File: config.mk
export PLATFORM = sky130hd
export DESIGN_NAME = program_loader_flat
export DESIGN_NICKNAME = d
export VERILOG_FILES = /design/src/rtl/program_loader_if.sv /design/src/rtl/program_loader.sv /design/src/flat_wrapper.sv
export SDC_FILE = /design/constraint.sdc
export NUM_CORES = 1
export LEC_CHECK = 0
export BUFFER_PORTS_ARGS = -buffer_cell sky130_fd_sc_hd__buf_2
export CAP_MARGIN = 20
export CORE_UTILIZATION = 62
export DETAILED_ROUTE_END_ITERATION = 6
export PLACE_DENSITY = 0.83
export SLEW_MARGIN = 10
export SYNTH_ARGS = -nofsm -noshare
export SYNTH_HDL_FRONTEND = slang
export SYNTH_SLANG_ARGS = --single-unit
File: constraint.sdc
create_clock -name Clock -period 6.5 [get_ports Clock]
set_clock_uncertainty 0.05 [all_clocks]
set_input_delay 1.3 -clock Clock [delete_from_list [all_inputs] [get_ports Clock]]
set_output_delay 1.3 -clock Clock [all_outputs]
set_load 0.005 [all_outputs]
File: src/rtl/program_loader_if.sv
// Byte-stream and instruction-RAM write signals for the MiniAlu program loader.
// The loader is the slave: it consumes the stream and drives the RAM and core control.
interface program_loader_if #(
  parameter int ADDR_WIDTH = 8,
  parameter int INSN_WIDTH = 28
) ();

  logic                  iStart;
  logic                  iByteValid;
  logic [7:0]            iByte;
  logic                  oByteReady;
  logic                  oWriteEnable;
  logic [ADDR_WIDTH-1:0] oWriteAddress;
  logic [INSN_WIDTH-1:0] oWriteData;
  logic                  oCpuReset;
  logic                  oDone;
  logic                  oError;

  modport master (
    output iStart,
    output iByteValid,
    output iByte,
    input  oByteReady,
    input  oWriteEnable,
    input  oWriteAddress,
    input  oWriteData,
    input  oCpuReset,
    input  oDone,
    input  oError
  );

  modport slave (
    input  iStart,
    input  iByteValid,
    input  iByte,
    output oByteReady,
    output oWriteEnable,
    output oWriteAddress,
    output oWriteData,
    output oCpuReset,
    output oDone,
    output oError
  );

endinterface

File: src/rtl/program_loader.sv
// Writer side of the MiniAlu instruction RAM: frames a length/payload/checksum byte
// stream into instruction words and holds the core in reset until a verified load.
module program_loader #(
  parameter int ADDR_WIDTH = 8,
  parameter int INSN_WIDTH = 28
) (
  input logic             Clock,
  input logic             Reset,
  program_loader_if.slave bus
);

  typedef enum logic [2:0] {
    S_IDLE,
    S_LEN_HI,
    S_LEN_LO,
    S_PAYLOAD,
    S_CHECK,
    S_DONE,
    S_ERROR
  } state_t;

  localparam longint unsigned MAX_WORDS = 64'(1) << ADDR_WIDTH;

  state_t                r_state;
  state_t                w_next;
  logic                  r_ready;
  logic                  r_we;
  logic                  r_cpu_reset;
  logic                  r_done;
  logic                  r_error;
  logic [ADDR_WIDTH-1:0] r_addr;
  logic [INSN_WIDTH-1:0] r_wdata;
  logic [7:0]            r_len_hi;
  logic [7:0]            r_csum;
  logic [15:0]           r_words_left;
  logic [1:0]            r_byte_cnt;
  logic [23:0]           r_word;

  logic                  w_accept;
  logic                  w_start;
  logic [15:0]           w_len;
  logic                  w_len_err;
  logic                  w_len_zero;
  logic                  w_word_done;
  logic                  w_last_word;
  logic                  w_csum_ok;

  // Keeps the low INSN_WIDTH bits of the big-endian 32-bit word.
  function automatic logic [INSN_WIDTH-1:0] f_pack_insn(input logic [23:0] upper,
                                                        input logic [7:0]  last);
    return INSN_WIDTH'({upper, last});
  endfunction

  assign w_accept    = bus.iByteValid & r_ready;
  assign w_start     = bus.iStart & ((r_state == S_IDLE) | (r_state == S_DONE) |
                                     (r_state == S_ERROR));
  assign w_len       = {r_len_hi, bus.iByte};
  assign w_len_err   = 64'(w_len) > MAX_WORDS;
  assign w_len_zero  = (w_len == 16'd0);
  assign w_word_done = w_accept & (r_state == S_PAYLOAD) & (r_byte_cnt == 2'd3);
  assign w_last_word = (r_words_left == 16'd1);
  assign w_csum_ok   = (bus.iByte == r_csum);

  always_ff @(posedge Clock or negedge Reset) begin
    if (!Reset) r_state <= S_IDLE;
    else        r_state <= w_next;
  end

  always_comb begin
    w_next = r_state;
    unique case (r_state)
      S_IDLE, S_DONE, S_ERROR: if (bus.iStart) w_next = S_LEN_HI;
      S_LEN_HI:  if (w_accept) w_next = S_LEN_LO;
      S_LEN_LO: begin
        if (w_accept) begin
          if (w_len_err)       w_next = S_ERROR;
          else if (w_len_zero) w_next = S_CHECK;
          else                 w_next = S_PAYLOAD;
        end
      end
      S_PAYLOAD: if (w_word_done && w_last_word) w_next = S_CHECK;
      S_CHECK:   if (w_accept) w_next = w_csum_ok ? S_DONE : S_ERROR;
      default:   w_next = S_IDLE;
    endcase
  end

  always_ff @(posedge Clock or negedge Reset) begin
    if (!Reset) begin
      r_ready      <= 1'b0;
      r_we         <= 1'b0;
      r_cpu_reset  <= 1'b1;
      r_done       <= 1'b0;
      r_error      <= 1'b0;
      r_addr       <= '0;
      r_wdata      <= '0;
      r_len_hi     <= '0;
      r_csum       <= '0;
      r_words_left <= '0;
      r_byte_cnt   <= '0;
      r_word       <= '0;
    end else begin
      // Ready is registered from the next state so it lines up with the state it serves.
      r_ready <= (w_next == S_LEN_HI) | (w_next == S_LEN_LO) |
                 (w_next == S_PAYLOAD) | (w_next == S_CHECK);
      r_we    <= w_word_done;
      if (r_we) r_addr <= r_addr + ADDR_WIDTH'(1);

      if (w_start) begin
        r_done      <= 1'b0;
        r_error     <= 1'b0;
        r_cpu_reset <= 1'b1;
        r_addr      <= '0;
        r_byte_cnt  <= '0;
        r_csum      <= '0;
      end

      if (w_accept) begin
        unique case (r_state)
          S_LEN_HI: r_len_hi <= bus.iByte;
          S_LEN_LO: begin
            r_words_left <= w_len;
            if (w_len_err) r_error <= 1'b1;
          end
          S_PAYLOAD: begin
            r_csum     <= r_csum ^ bus.iByte;
            r_byte_cnt <= r_byte_cnt + 2'd1;
            r_word     <= {r_word[15:0], bus.iByte};
            if (r_byte_cnt == 2'd3) begin
              r_wdata      <= f_pack_insn(r_word, bus.iByte);
              r_words_left <= r_words_left - 16'd1;
            end
          end
          S_CHECK: begin
            if (w_csum_ok) begin
              r_done      <= 1'b1;
              r_cpu_reset <= 1'b0;
            end else begin
              r_error     <= 1'b1;
            end
          end
          default: ;
        endcase
      end
    end
  end

  assign bus.oByteReady    = r_ready;
  assign bus.oWriteEnable  = r_we;
  assign bus.oWriteAddress = r_addr;
  assign bus.oWriteData    = r_wdata;
  assign bus.oCpuReset     = r_cpu_reset;
  assign bus.oDone         = r_done;
  assign bus.oError        = r_error;

endmodule

File: src/flat_wrapper.sv
// flat-port wrapper written by rule: the top's interface ports become plain ports
module program_loader_flat 
#(
  parameter int ADDR_WIDTH = 8,
  parameter int INSN_WIDTH = 28
)
  (Clock, Reset, bus_iStart, bus_iByteValid, bus_iByte, bus_oByteReady, bus_oWriteEnable, bus_oWriteAddress, bus_oWriteData, bus_oCpuReset, bus_oDone, bus_oError);
  program_loader_if #(.ADDR_WIDTH(ADDR_WIDTH), .INSN_WIDTH(INSN_WIDTH)) bus_i ();
  input logic Clock;
  input logic Reset;
  input wire logic [$bits(bus_i.iStart)-1:0] bus_iStart;
  input wire logic [$bits(bus_i.iByteValid)-1:0] bus_iByteValid;
  input wire logic [$bits(bus_i.iByte)-1:0] bus_iByte;
  output wire logic [$bits(bus_i.oByteReady)-1:0] bus_oByteReady;
  output wire logic [$bits(bus_i.oWriteEnable)-1:0] bus_oWriteEnable;
  output wire logic [$bits(bus_i.oWriteAddress)-1:0] bus_oWriteAddress;
  output wire logic [$bits(bus_i.oWriteData)-1:0] bus_oWriteData;
  output wire logic [$bits(bus_i.oCpuReset)-1:0] bus_oCpuReset;
  output wire logic [$bits(bus_i.oDone)-1:0] bus_oDone;
  output wire logic [$bits(bus_i.oError)-1:0] bus_oError;
  assign bus_i.iStart = bus_iStart;
  assign bus_i.iByteValid = bus_iByteValid;
  assign bus_i.iByte = bus_iByte;
  assign bus_oByteReady = bus_i.oByteReady;
  assign bus_oWriteEnable = bus_i.oWriteEnable;
  assign bus_oWriteAddress = bus_i.oWriteAddress;
  assign bus_oWriteData = bus_i.oWriteData;
  assign bus_oCpuReset = bus_i.oCpuReset;
  assign bus_oDone = bus_i.oDone;
  assign bus_oError = bus_i.oError;
  program_loader #(.ADDR_WIDTH(ADDR_WIDTH), .INSN_WIDTH(INSN_WIDTH)) u_core (.Clock(Clock), .Reset(Reset), .bus(bus_i));
endmodule
# ---- Yosys cells after proc, flatten, opt, wreduce, memory -nomap -nowiden
# Index checks and enable logic that the tools add are counted.
dict set report op_classes {
  add_sub_neg 3
  mul 0
  div 0
  magnitude_cmp 1
  n_eq_ne 14
  n_shift 0
  muxes 32
  bitwise_logic 10
  reduce_logical 10
}
# operator count
set ops {}
lappend ops {{$mux 8} 5}
lappend ops {{$pmux 16 s2} 1}
lappend ops {{$mux 3} 7}
lappend ops {{$eq 16x1->1 const B} 1}
lappend ops {{$gt 16x9->1 const B} 1}
lappend ops {{$logic_not 16->1} 1}
lappend ops {{$mux 16} 1}
lappend ops {{$sub 16x1->16 const B} 1}
lappend ops {{$pmux 3 s5} 1}
lappend ops {{$eq 3x2->1 const B} 4}
lappend ops {{$eq 3x3->1 const B} 4}
lappend ops {{$mux 1} 12}
lappend ops {{$add 8x1->8 const B} 1}
lappend ops {{$eq 8x8->1} 1}
lappend ops {{$mux 2} 4}
lappend ops {{$xor 8x8->8} 1}
lappend ops {{$eq 3x1->1 const B} 2}
lappend ops {{$reduce_and 3->1} 2}
lappend ops {{$or 1x1->1} 5}
lappend ops {{$and 1x1->1} 4}
lappend ops {{$reduce_and 2->1} 2}
lappend ops {{$reduce_bool 2->1} 2}
lappend ops {{$logic_not 3->1} 1}
lappend ops {{$reduce_or 3->1} 1}
lappend ops {{5 further kinds} 5}
dict set report totals {
  register_bits 98
  latch_bits 0
  mem_bits_rw 0
  mem_bits_ro 0
  wordCells 83
  n_memories 0
}

# ---- Longest topological paths before layout
# Gate-level depths: netlist of the first run.
dict set report logic_depth {
  ltp_word 10
  mapped_depth 8
  mapped_depth_nobuf 7
}

# ---- Worst setup path before layout of the first run
# Ideal clock, no wire load.
dict set report synth_path {
  path_type {input to register}
  from {input port bus_iByteValid}
  to {register u_core.r_wdata[19], in the netlist u_core.bus.oWriteData[19]}
  setup_ns 0.125
  t_arrival_ns 2.589
  required_ns 6.325
  setup_slack_ns 3.736
  path_stages 5
  path_buffers 2
  path_cell_list {nand2_1 nor3_1 buf_2 buf_2 mux2_2}
}
dict set report synth_between {
  elab_chain_len 2
}
# item line_no
set synth_rtl {}
lappend synth_rtl {{start: declaration} flat_wrapper.sv:12} ;# input wire logic [$bits(bus_i.iByteValid)-1:0] bus_iByteValid;
lappend synth_rtl {{$and 1x1->1} program_loader.sv:54} ;# assign w_accept = bus.iByteValid & r_ready;
lappend synth_rtl {{$reduce_and 3->1 (no line)} -}
lappend synth_rtl {{end signal: assignment} program_loader.sv:129} ;# r_wdata <= f_pack_insn(r_word, bus.iByte);
lappend synth_rtl {{end: declaration} program_loader.sv:32} ;# logic [INSN_WIDTH-1:0] r_wdata;
# No other way between the ends.
# A chain may end at the register's enable or synchronous reset.

# ---- Final worst setup path of the first run
dict set report layout_path {
  from {input port bus_iByte[0]}
  to {register u_core.r_ready, in the netlist u_core.bus.oByteReady}
}
dict set report layout_between {
  elab_chain_len 9
  elab_cells_between_ends 16
  classes_between {order compare: 1; eq/ne: 5; mux: 6; bitwise: 3; reduce/logical: 1}
}
# item line_no
set layout_rtl {}
lappend layout_rtl {{start: declaration} flat_wrapper.sv:13} ;# input wire logic [$bits(bus_i.iByte)-1:0] bus_iByte;
lappend layout_rtl {{parallel branches: the longest is 4 deep, another holds $gt 16x9->1} -}
lappend layout_rtl {{$pmux 3 s5 *} program_loader.sv:71} ;# unique case (r_state)
lappend layout_rtl {{$eq 3x1->1 or $eq 3x2->1 (tied branches)} program_loader.sv:103} ;# r_ready <= (w_next == S_LEN_HI) | (w_next == S_LEN_LO) |
lappend layout_rtl {{$or 1x1->1 (2 in series)} program_loader.sv:103}
lappend layout_rtl {{$or 1x1->1 *} program_loader.sv:104} ;# (w_next == S_PAYLOAD) | (w_next == S_CHECK);
lappend layout_rtl {{end signal: assignment} program_loader.sv:103}
lappend layout_rtl {{end: declaration} program_loader.sv:26} ;# logic r_ready;
# Mark *: on every way between the ends.

==> results of run 1 <==
==> routing by layer <==
| layer | track usage | vias to the layer above | part of all wire |
|---|---|---|---|
| met5 | 0 | - | 0 |
| met3 | 0.0720 | 27 | 0.063 |
| li1 | - | 1647 | - |
| met4 | 0.103 | 0 | 0.023 |
| met1 | 0.402 | 1743 | 0.44 |
| met2 | 0.444 | 133 | 0.47 |
==> state kept, by name, indices dropped and copies added, names as in the netlist <==
register,cells
u_core.bus.oWriteData,28
u_core.r_word,20
u_core.r_words_left,16
u_core.bus.oWriteAddress,8
u_core.r_csum,8
u_core.r_len_hi,8
u_core.r_state,3
u_core.r_byte_cnt,2
u_core.bus.oByteReady,1
u_core.bus.oCpuReset,1
u_core.bus.oDone,1
u_core.bus.oError,1
u_core.bus.oWriteEnable,1
==> cells in the mapped netlist, types with 8 or more instances <==
master / instances
dfrtp_1: 97
nand2_1: 85
o21ai_0: 41
mux2_2: 36
nor2_1: 36
clkbuf_1: 15
nor3_1: 14
a21oi_1: 13
xnor2_1: 10
inv_1: 8
==> through the flow <==
stage               total power [uW]   util
detailed placement              1510  0.700
global placement                1470  0.700
CTS                             1900  0.727
global route                    2040  0.732
finish                          1920  0.732
floorplan                       1330      -
==> cell families (layout without fill, tap and decap cells) <==
family          after synthesis  after routing  synth area share
buf+inv                      27             82            0.0234
compound gates               82             82             0.111
xor+xnor                     17             17            0.0332
mux                          38             38            0.0948
fa+ha+maj                     4              4            0.0111
flops                        98             98             0.547
simple gates                176            176             0.179
==> worst min path at each step <==
stage | to | slack, ns | cells past startpoint
2_1_floorplan | u_core.r_word[12] | 0.39 | 2
3_3_place_gp | u_core.r_word[14] | 0.41 | 2
3_5_place_dp | u_core.r_word[18] | 0.42 | 2
4_1_cts | u_core.r_word[18] | 0.45 | 2
5_1_grt | u_core.r_word[19] | 0.47 | 2
6_report | u_core.r_word[18] | 0.44 | 2
==> cell type report <==
class                           instances  area share
Tap cell                               96      0.0238
Clock buffer                            9      0.0245
Timing Repair Buffer                   58      0.0639
Inverter                                8     0.00594
Sequential cell                        98       0.486
Clock inverter                          7      0.0134
Multi-Input combinational cell        317       0.383
==> tightest hold or removal path, delay by kind of cell, from the launching register on <==
kind | cells | cell delay (ns)
and+or+nand+nor | 2 | 0.11
DFF | 1 | 0.36
==> power groups by stage <==
| stage | Sequential [uW] | Combinational [uW] | Clock [uW] |
|---|---|---|---|
| CTS | 957 | 548 | 392 |
| global placement | 952 | 518 | 0 |
| floorplan | 891 | 440 | 0 |
| finish | 966 | 566 | 387 |
| detailed placement | 966 | 545 | 0 |
| global route | 989 | 632 | 417 |
==> impl_metrics.csv, run 1 <==
group,metric,value,unit
run_status,outcome,"completed",
sta,worst_slew_pin_slew,0.974,ns
clock_network,cts_resized,0,
setup_path,worstReg2RegEnd,"u_core.r_csum[5]",
synthesis,yosys.area.top_type,"dfrtp_1",
clock_network,clk_latency,0.38,ns
placement,dp.cells,575,
detailed_routing,drt_iter0_markers,424,
cells_and_area,multi_input_area,0.00194,mm2
global_routing,grt_usage,0.288,
clock_network,cts_sinks,98,
sta,period_minus_slack,2.74,ns
setup_path,r2r_cells,6,
floorplanning,pin_count,53,
setup_path,worst_ep_required_time,6.72,ns
sta,slew_violations,0,
setup_path,cpPeakStageDelay,0.50,ns
sta,setup_violations,0,
setup_path,worst-path-stages,6,
setup_path,r2r_slack,4.02,ns
detailed_routing,dr.pass1.iters,6,
setup_path,reg2reg_from,"u_core.r_state[0]",
synthesis,syn_inst,442,
sta,final.setup.tns,0,ns
power_and_ir_drop,p_int,1170,uW
clock_network,postCtsSetupBuffers,0,
floorplanning,die_w,87.1,um
cells_and_area,fillers,516,
cells_and_area,fin_cells,593,
floorplanning,die_y,87.1,um
cells_and_area,diodes,0,
floorplanning,num_rows,30,
synthesis,synth.net_count,458,
synthesis,avgSynthCellArea,10.2,um2
power_and_ir_drop,clkPwrFrac,0.202,
cells_and_area,final_cell_area,0.00505,mm2
clock_network,cts_buffers,9,
global_routing,grt_pass1_wl,16500,um
synthesis,ys_seq_elements,98,
synthesis,synthArstFlopShare,1.00,
sta,whs,0.440,ns
cells_and_area,nets,508,
detailed_routing,ant_nets,0,
global_routing,grt_max_degree,80,
detailed_routing,drc,0,
setup_path,worst_ep_arrival_time,2.97,ns
synthesis,synth_flop_cell,"dfrtp_1",
cells_and_area,area_delta_synth_final,12.6,%
setup_path,crit_chain,"buf_2, nor4_1, nand2_1, o31a_1, nor4_1, xnor2_1",
detailed_routing,vias,3550,
sta,clock.fmax,0.364,GHz
cells_and_area,layout_commonest_cell,"dfrtp_1",
power_and_ir_drop,seqPwrFrac,0.503,
cells_and_area,drive_gt1_frac,0.237,
power_and_ir_drop,vdd_drop_max,0.243,mV
detailed_routing,routed_wl,10100,um
setup_path,crit_end,"u_core.bus.oByteReady",
synthesis,yosysUniqueCellTypes,51,
setup_path,worstSetupPathType,"input pin to flip-flop",
setup_path,cp.buffers_inverters,1,
setup_path,cpMostUsedCell,"nor4_1",
clock_network,ctsHtreeMaxLevel,3,
setup_path,cp-end-kind,"flip-flop",
sta,hold_viol,0,
power_and_ir_drop,powerDensity,380,mW/mm2
placement,io_buffers,52,
clock_network,clockBufferDepth,2,
power_and_ir_drop,leakage,0.00247,uW
global_routing,antenna_found_initial,0,
sta,timing.final.ws_setup,3.76,ns
worst_hold_path,min_path_type,"flip-flop to flip-flop",
worst_hold_path,min_from,"u_core.r_word[18]",
global_routing,grt_pass1_vias,3372,
clock_network,cts_hold_buf,0,
clock_network,cts_tree,"yes",
clock_network,clockRootBuffer,"clkbuf_8",
synthesis,post-synth-top-area-fraction,0.541,
cells_and_area,seq_area,0.00245,mm2
setup_path,slowest_stage,"nor4_1",
setup_path,path_delay_family,"simple AND/OR/NAND/NOR gates",
synthesis,synthTopCellsByArea,"dfrtp_1, mux2_2, nand2_1, o21ai_0, nor2_1",
synthesis,synth_area,0.00449,mm2
synthesis,yosys_warnings,0,
setup_path,worst-path-max-fanout,7,
placement,place_ws,3.43,ns
synthesis,seq_area_frac_synth,0.547,
clock_network,clkTransAtPathRegs,0.11,ns
detailed_routing,wl_per_cell,16.9,um
run,cap_violations,0,
synthesis,synth_edf_count,0,
placement,place_area,0.00483,mm2
power_and_ir_drop,p_sw_frac,0.392,
global_routing,gr-total-overflow,0,
sta,maxSlewHeadroom,0.351,
sta,min_period_over_period,0.422,
floorplanning,dieArea,0.00758,mm2
detailed_routing,via_per_inst,5.99,
setup_path,crit_path_start,"bus_iByte[0]",
placement,place_congestion,0.846,
floorplanning,core,0.00691,mm2
cells_and_area,final_cell_mix,"dfrtp_1, nand2_1, buf_2, o21ai_0",
setup_path,startpoint_type,"input pin",
placement,hpwl,6670,um
sta,rsz0062_at_grt,"no",
floorplanning,initial_core_util,0.650,
power_and_ir_drop,combPwrFrac,0.295,
power_and_ir_drop,p_sw,752,uW
(Power assumes the default switching activity.)
==> inputs of run 2 (changes only) <==
- ABC_AREA: not set -> 1
- CORE_UTILIZATION: 62 -> 52
- PLACE_DENSITY: 0.83 -> 0.74
- clock period: 6.5 -> 2.5 ns (I/O delays scaled with it)
==> run 2 against run 1 <==
- register-to-register slack lost 3.4 ns
- cell area grew 0.82%
- non-clock buffer count grew 1
- sequential power grew 150%
- flip-flop and latch count is the same
- die area grew 20%
- utilization shrank 12 points
- critical endpoint is now u_core.r_words_left[7]
==> impl_metrics.csv, run 2 <==
group,metric,value,unit
cells_and_area,layout_commonest_cell,"nand2_1",
synthesis,synth_edf_count,0,
synthesis,ys_top_cells_by_count,"nand2_1, dfrtp_1, o21ai_0, inv_1, nor2_1",
cells_and_area,area_delta_synth_final,12.7,%
setup_path,worst_ep_arrival_time,2.14,ns
cells_and_area,multi_input_area,0.00172,mm2
clock_network,clkTransAtPathRegs,0.10,ns
sta,rsz0062_at_grt,"no",
global_routing,grt_max_degree,95,
global_routing,gr-total-overflow,0,
detailed_routing,via_per_inst,5.18,
sta,period_minus_slack,1.91,ns
power_and_ir_drop,vdd_drop_max,0.669,mV
cells_and_area,largest_reg_flops,28,
setup_path,worst_ep_required_time,2.73,ns
cells_and_area,seq_area,0.00245,mm2
synthesis,yosysMostFrequentCell,"nand2_1",
power_and_ir_drop,leakage,0.00262,uW
setup_path,crit_chain,"nor2_4, buf_4, clkinv_1, o21ai_1, nand2_1, o21ai_1, inv_1",
detailed_routing,drc,0,
sta,worst_slew_pin_slew,0.488,ns
placement,io_buffers,52,
sta,hold_viol,0,
synthesis,post-synth-top-area-fraction,0.537,
synthesis,synth_area,0.00452,mm2
power_and_ir_drop,powerDensity,1020,mW/mm2
detailed_routing,drt_iter0_markers,173,
setup_path,r2r_cells,7,
synthesis,yosysUniqueCellTypes,37,
synthesis,synth.net_count,557,
synthesis,syn_inst,541,
sta,maxSlewHeadroom,0.675,
detailed_routing,routed_wl,9530,um
clock_network,clockRootBuffer,"clkbuf_8",
cells_and_area,fillers,750,
sta,clock.fmax,0.523,GHz
floorplanning,initial_core_util,0.545,
setup_path,cpPeakStageDelay,0.46,ns
sta,final.setup.tns,0,ns
clock_network,postCtsSetupBuffers,0,
placement,place_congestion,0.861,
detailed_routing,vias,3634,
synthesis,synthArstFlopShare,1.00,
setup_path,worst-path-max-fanout,33,
run_status,outcome,"completed",
cells_and_area,drive_gt1_frac,0.163,
sta,setup_violations,0,
global_routing,grt_pass1_wl,15900,um
global_routing,antenna_found_initial,0,
detailed_routing,wl_per_cell,13.6,um
clock_network,cts_sinks,98,
clock_network,cts_tree,"yes",
clock_network,ctsHtreeMaxLevel,3,
cells_and_area,diodes,0,
synthesis,avgSynthCellArea,8.35,um2
global_routing,grt_pass1_vias,3335,
setup_path,slowest_stage,"dfrtp_1",
synthesis,seq_area_frac_synth,0.543,
detailed_routing,dr.pass1.iters,4,
power_and_ir_drop,total_power,5180,uW
setup_path,worstSetupPathType,"flip-flop to flip-flop",
sta,min_period_over_period,0.765,
clock_network,clk_latency,0.38,ns
setup_path,startpoint_type,"flip-flop",
setup_path,cpMostUsedCell,"o21ai_1",
synthesis,ys_seq_elements,98,
setup_path,r2r_slack,0.59,ns
placement,hpwl,6680,um
detailed_routing,ant_nets,0,
global_routing,grt_usage,0.232,
synthesis,yosys.area.top_type,"dfrtp_1",
run,cap_violations,0,
sta,slew_violations,0,
floorplanning,die_w,95.2,um
clock_network,clockBufferDepth,2,
synthesis,synth_flop_cell,"dfrtp_1",
floorplanning,num_rows,33,
floorplanning,dieArea,0.00907,mm2
cells_and_area,nets,607,
floorplanning,die_y,95.2,um
cells_and_area,final_cell_mix,"nand2_1, dfrtp_1, o21ai_0, inv_1, buf_2",
synthesis,synthTopCellsByArea,"dfrtp_1, nand2_1, o21ai_0, inv_1, nor2_1",
floorplanning,pin_count,53,
worst_hold_path,min_path_type,"input pin to async pin",
setup_path,worstReg2RegEnd,"u_core.r_words_left[7]",
setup_path,reg2reg_from,"u_core.r_state[2]",
floorplanning,core,0.00830,mm2
synthesis,yosys_warnings,0,
clock_network,cts_buffers,9,
setup_path,cp-end-kind,"flip-flop",
==> run 2: cell types whose count changed in the layout (fill, tap and decap cells not counted), sizes merged, moves of 6 or more <==
cell   before  now
nand2      85  146
inv        12   65
o21ai      42   85
mux2       36    0
nand3       7   27
nor2       36   50
nor3       15    4
nor4        7    0
o22ai       1    7
==> run 2: timing repair <==
item,4_1_cts,5_1_grt
gates resized for setup,0,0
hold endpoints to repair,4,0
hold buffers,1,0
==> run 2: worst max-delay path by stage <==
stage,start,to,slack [ns],cells after the start
final,u_core.r_state[2],u_core.r_words_left[7],0.59,7
after CTS,u_core.r_state[2],u_core.r_words_left[7],0.61,7
after detailed placement,bus_iByteValid,u_core.r_words_left[7],0.51,11
after global placement,bus_iByteValid,u_core.r_words_left[7],0.58,11
after global routing,u_core.r_state[1],u_core.r_words_left[4],0.46,7
after floorplan,bus_iByteValid,u_core.r_words_left[12],0.93,10
==> run 2: logic make-up (layout without fill, tap and decap cells) <==
kind of cell / count (synthesis) / in the layout / share of synthesized area
AND/OR/NAND/NOR: 236 / 236 / 0.220
AO/OA/AOI/OAI: 107 / 107 / 0.123
flip-flops: 98 / 98 / 0.543
buffers and inverters: 82 / 137 / 0.0756
XOR/XNOR: 14 / 14 / 0.0271
adder cells (fa/ha/maj): 4 / 4 / 0.0111
==> run 2: per-stage QoR <==
stage	area, um2	worst slack [ns]	hold WS (ns)	cells	util
after floorplan	4520	0.927	0.154	541	-
after global placement	4860	0.580	0.261	684	0.586
after detailed placement	4860	0.508	0.262	684	0.586
after CTS	5090	0.610	0.387	701	0.614
after global routing	5090	0.460	0.407	701	0.614
final	5090	0.588	0.401	701	0.614
==> run 2: power by group <==
part | switching [uW] | internal [uW]
Sequential | 329 | 2040
Clock | 628 | 495
Combinational | 1080 | 614
==> run 2: final cells by class <==
type / count / area share
sequential: 98 / 0.482
timing repair buffer: 59 / 0.0648
tap: 105 / 0.0258
clock buffer: 9 / 0.0243
multi-input combinational: 361 / 0.338
clock inverter: 7 / 0.0189
inverter: 62 / 0.0462
==> run 2: critical path, delay by kind of cell (launching register included) <==
kind	cells	cell delay, ns
simple gates	2	0.23
buf+inv	3	0.72
flops	1	0.46
compound gates	2	0.34
==> run 2: metal layers <==
metal	up-vias	global-route usage	routed length [um]
met3	18	0.0558	492
li1	1825	-	-
met4	0	0.101	212
met1	1708	0.311	4330
met5	-	0	0
met2	83	0.360	4500
==> inputs of run 3 (changes only) <==
- ABC_AREA: 1 -> 0
- CORE_UTILIZATION: 52 -> 58
- PLACE_DENSITY: 0.74 -> 0.78
- clock period: 2.5 -> 1.8 ns (I/O delays scaled with it)
==> run 3 against run 2 <==
- the flow now finishes with violations (negative setup slack)
- worst setup slack got worse by 0.97 ns
- register-to-register slack got worse by 0.97 ns
- sequential share of layout area is 6.5 points lower
- flip-flop and latch count did not move
- final cell count shrank 4.7%
- combinational power increased by 110%
- via count up 8.8%
- count of clock-buffer cells in the layout unchanged
- routed wire length increased by 26%
- clock power rose by 38%
- highest routed layer unchanged
==> impl_metrics.csv, run 3 (synthesis gave the netlist of run 1 again) <==
group,metric,value,unit
clock_network,cts_sinks,98,
sta,min_period_over_period,1.21,
sta,clock.fmax,0.459,GHz
clock_network,clk_latency,0.36,ns
sta,worst_slew_pin_slew,0.506,ns
detailed_routing,via_per_inst,5.92,
floorplanning,num_rows,31,
detailed_routing,drt_iter0_markers,391,
floorplanning,core,0.00737,mm2
detailed_routing,ant_nets,0,
setup_path,worst-path-max-fanout,3,
placement,io_buffers,52,
placement,place_ws,-0.273,ns
cells_and_area,area_delta_synth_final,31.2,%
sta,slew_violations,0,
worst_hold_path,hold_path_depth,4,
clock_network,cts_buffers,9,
sta,period_minus_slack,2.18,ns
global_routing,grt_usage,0.292,
power_and_ir_drop,leakage,0.00290,uW
placement,place_congestion,0.956,
setup_path,worst_ep_required_time,2.05,ns
cells_and_area,final_cell_mix,"dfrtp_1, nand2_1, buf_4, buf_2, o21ai_0",
power_and_ir_drop,combPwrFrac,0.420,
placement,dp.cells,639,
floorplanning,pin_count,53,
clock_network,clkTransAtPathRegs,0.11,ns
setup_path,worstSetupPathType,"flip-flop to flip-flop",
cells_and_area,layout_commonest_cell,"dfrtp_1",
clock_network,ctsHtreeMaxLevel,3,
cells_and_area,drive_gt1_frac,0.373,
setup_path,slowest_stage,"or4_4",
floorplanning,die_y,90.0,um
detailed_routing,wl_met3,719,um
detailed_routing,drc,0,
power_and_ir_drop,vdd_drop_max,0.822,mV
detailed_routing,wl_per_cell,18.0,um
power_and_ir_drop,clkPwrFrac,0.186,
sta,maxSlewHeadroom,0.660,
run,cap_violations,0,
detailed_routing,dr.pass1.iters,5,
power_and_ir_drop,p_sw,3180,uW
cells_and_area,largest_reg_flops,28,
setup_path,startpoint_type,"flip-flop",
clock_network,clockRootBuffer,"clkbuf_8",
cells_and_area,fin_cells,668,
cells_and_area,nets,580,
global_routing,gr-total-overflow,0,
sta,rsz0062_at_grt,"yes",
cells_and_area,utilization,0.799,
sta,setup_violations,9,
sta,hold_viol,0,
worst_hold_path,min_path_type,"input pin to flip-flop",
global_routing,grt_pass1_wl,18700,um
cells_and_area,diodes,0,
detailed_routing,wl_met1,4940,um
global_routing,grt_pass1_vias,3827,
sta,timing.final.ws_setup,-0.379,ns
sta,final.setup.tns,-2.10,ns
detailed_routing,routed-wl-met2,6100,um
power_and_ir_drop,p_sw_frac,0.382,
clock_network,cts_tree,"yes",
run_status,outcome,"finished with violations",
setup_path,r2r_cells,7,
floorplanning,die_w,90.0,um
detailed_routing,routed_wl,12000,um
power_and_ir_drop,p_int,5150,uW
global_routing,grt_max_degree,43,
placement,hpwl,7730,um
setup_path,worst_ep_arrival_time,2.42,ns
detailed_routing,topRoutingLayerUsed,"met4",
detailed_routing,vias,3953,
power_and_ir_drop,powerDensity,1420,mW/mm2
floorplanning,dieArea,0.00810,mm2
global_routing,antenna_found_initial,0,
power_and_ir_drop,seqPwrFrac,0.393,
setup_path,cp-end-kind,"flip-flop",
setup_path,cpMostUsedCell,"buf_6",
floorplanning,initial_core_util,0.609,
setup_path,crit_chain,"or4_4, buf_6, nor3_4, buf_6, nor2_1, nor4_2, xnor2_2",
clock_network,clockBufferDepth,2,
setup_path,cpPeakStageDelay,0.59,ns
run_status,violations,"negative setup slack",
## run 3: changes by cell type in the layout (fill, tap and decap cells not counted), sizes merged, moves of 4 or more
cell,change
buf,+70
nand2,-61
inv,-53
o21ai,-43
mux2,+36
nand3,-20
nor2,-14
nor3,+11
nor4,+7
o22ai,-6
a22oi,+4
## run 3: power by group through the flow
stage | registers (uW) | logic [uW] | clock network (uW)
2_1_floorplan | 3220 | 1600 | 0
3_3_place_gp | 3230 | 2760 | 0
3_5_place_dp | 3270 | 2890 | 0
4_1_cts | 3240 | 3080 | 1560
5_1_grt | 3330 | 3770 | 1660
6_report | 3280 | 3500 | 1550
## run 3: layer usage
layer | vias up | track usage
li1 | 1790 | -
met1 | 1952 | 0.394
met2 | 183 | 0.482
met3 | 28 | 0.0499
met4 | 0 | 0.102
met5 | - | 0
## run 3: path summary, 6_finish.rpt
check | start | to | slack, ns
worst min-delay path | bus_iByte[0] | u_core.r_word[0] | 0.33
worst max-delay path | u_core.r_words_left[7] | u_core.bus.oByteReady | -0.38
worst max register to register | u_core.r_words_left[7] | u_core.bus.oByteReady | -0.38
min in group asynchronous | Reset | u_core.r_words_left[1] | 0.40
worst min register to register | u_core.r_word[18] | u_core.r_word[18] | 0.43
max in group asynchronous | Reset | u_core.bus.oCpuReset | 0.73
## run 3: per-stage QoR
| stage | area, um2 | hold WS, ns | power [uW] |
|---|---|---|---|
| CTS | 5720 | 0.323 | 7870 |
| finish | 5890 | 0.334 | 8330 |
| global placement | 5370 | 0.255 | 5990 |
| detailed placement | 5370 | 0.262 | 6160 |
| floorplan | 4500 | 0.0144 | 4820 |
| global route | 5890 | 0.348 | 8770 |
## run 3: timing repair
action | 4_1_cts | 5_1_grt
endpoints found under the setup margin | 18 | 33
endpoints found under the hold margin | 25 | 0
hold buffers | 1 | 0
pin swaps | 8 | 4
resized for setup | 19 | 18
gates cloned | 0 | 1
setup buffers | 4 | 7
## run 3: area by class of cell
cell class              instances  area [um2]
clock inverters                 7        93.8
inverters                       8        30.0
repair buffers                130         957
multi-input cells             317        2110
flip-flops and latches         98        2450
fillers                       432        1480
clock buffers                   9         124
well taps                      99         124
## run 3: worst max-delay path, delay by kind of cell, from the launching register on
kind	cells	cell delay, ns
AND/OR/NAND/NOR	4	1.22
flip-flops	1	0.40
buffers and inverters	2	0.28
XOR/XNOR	1	0.16
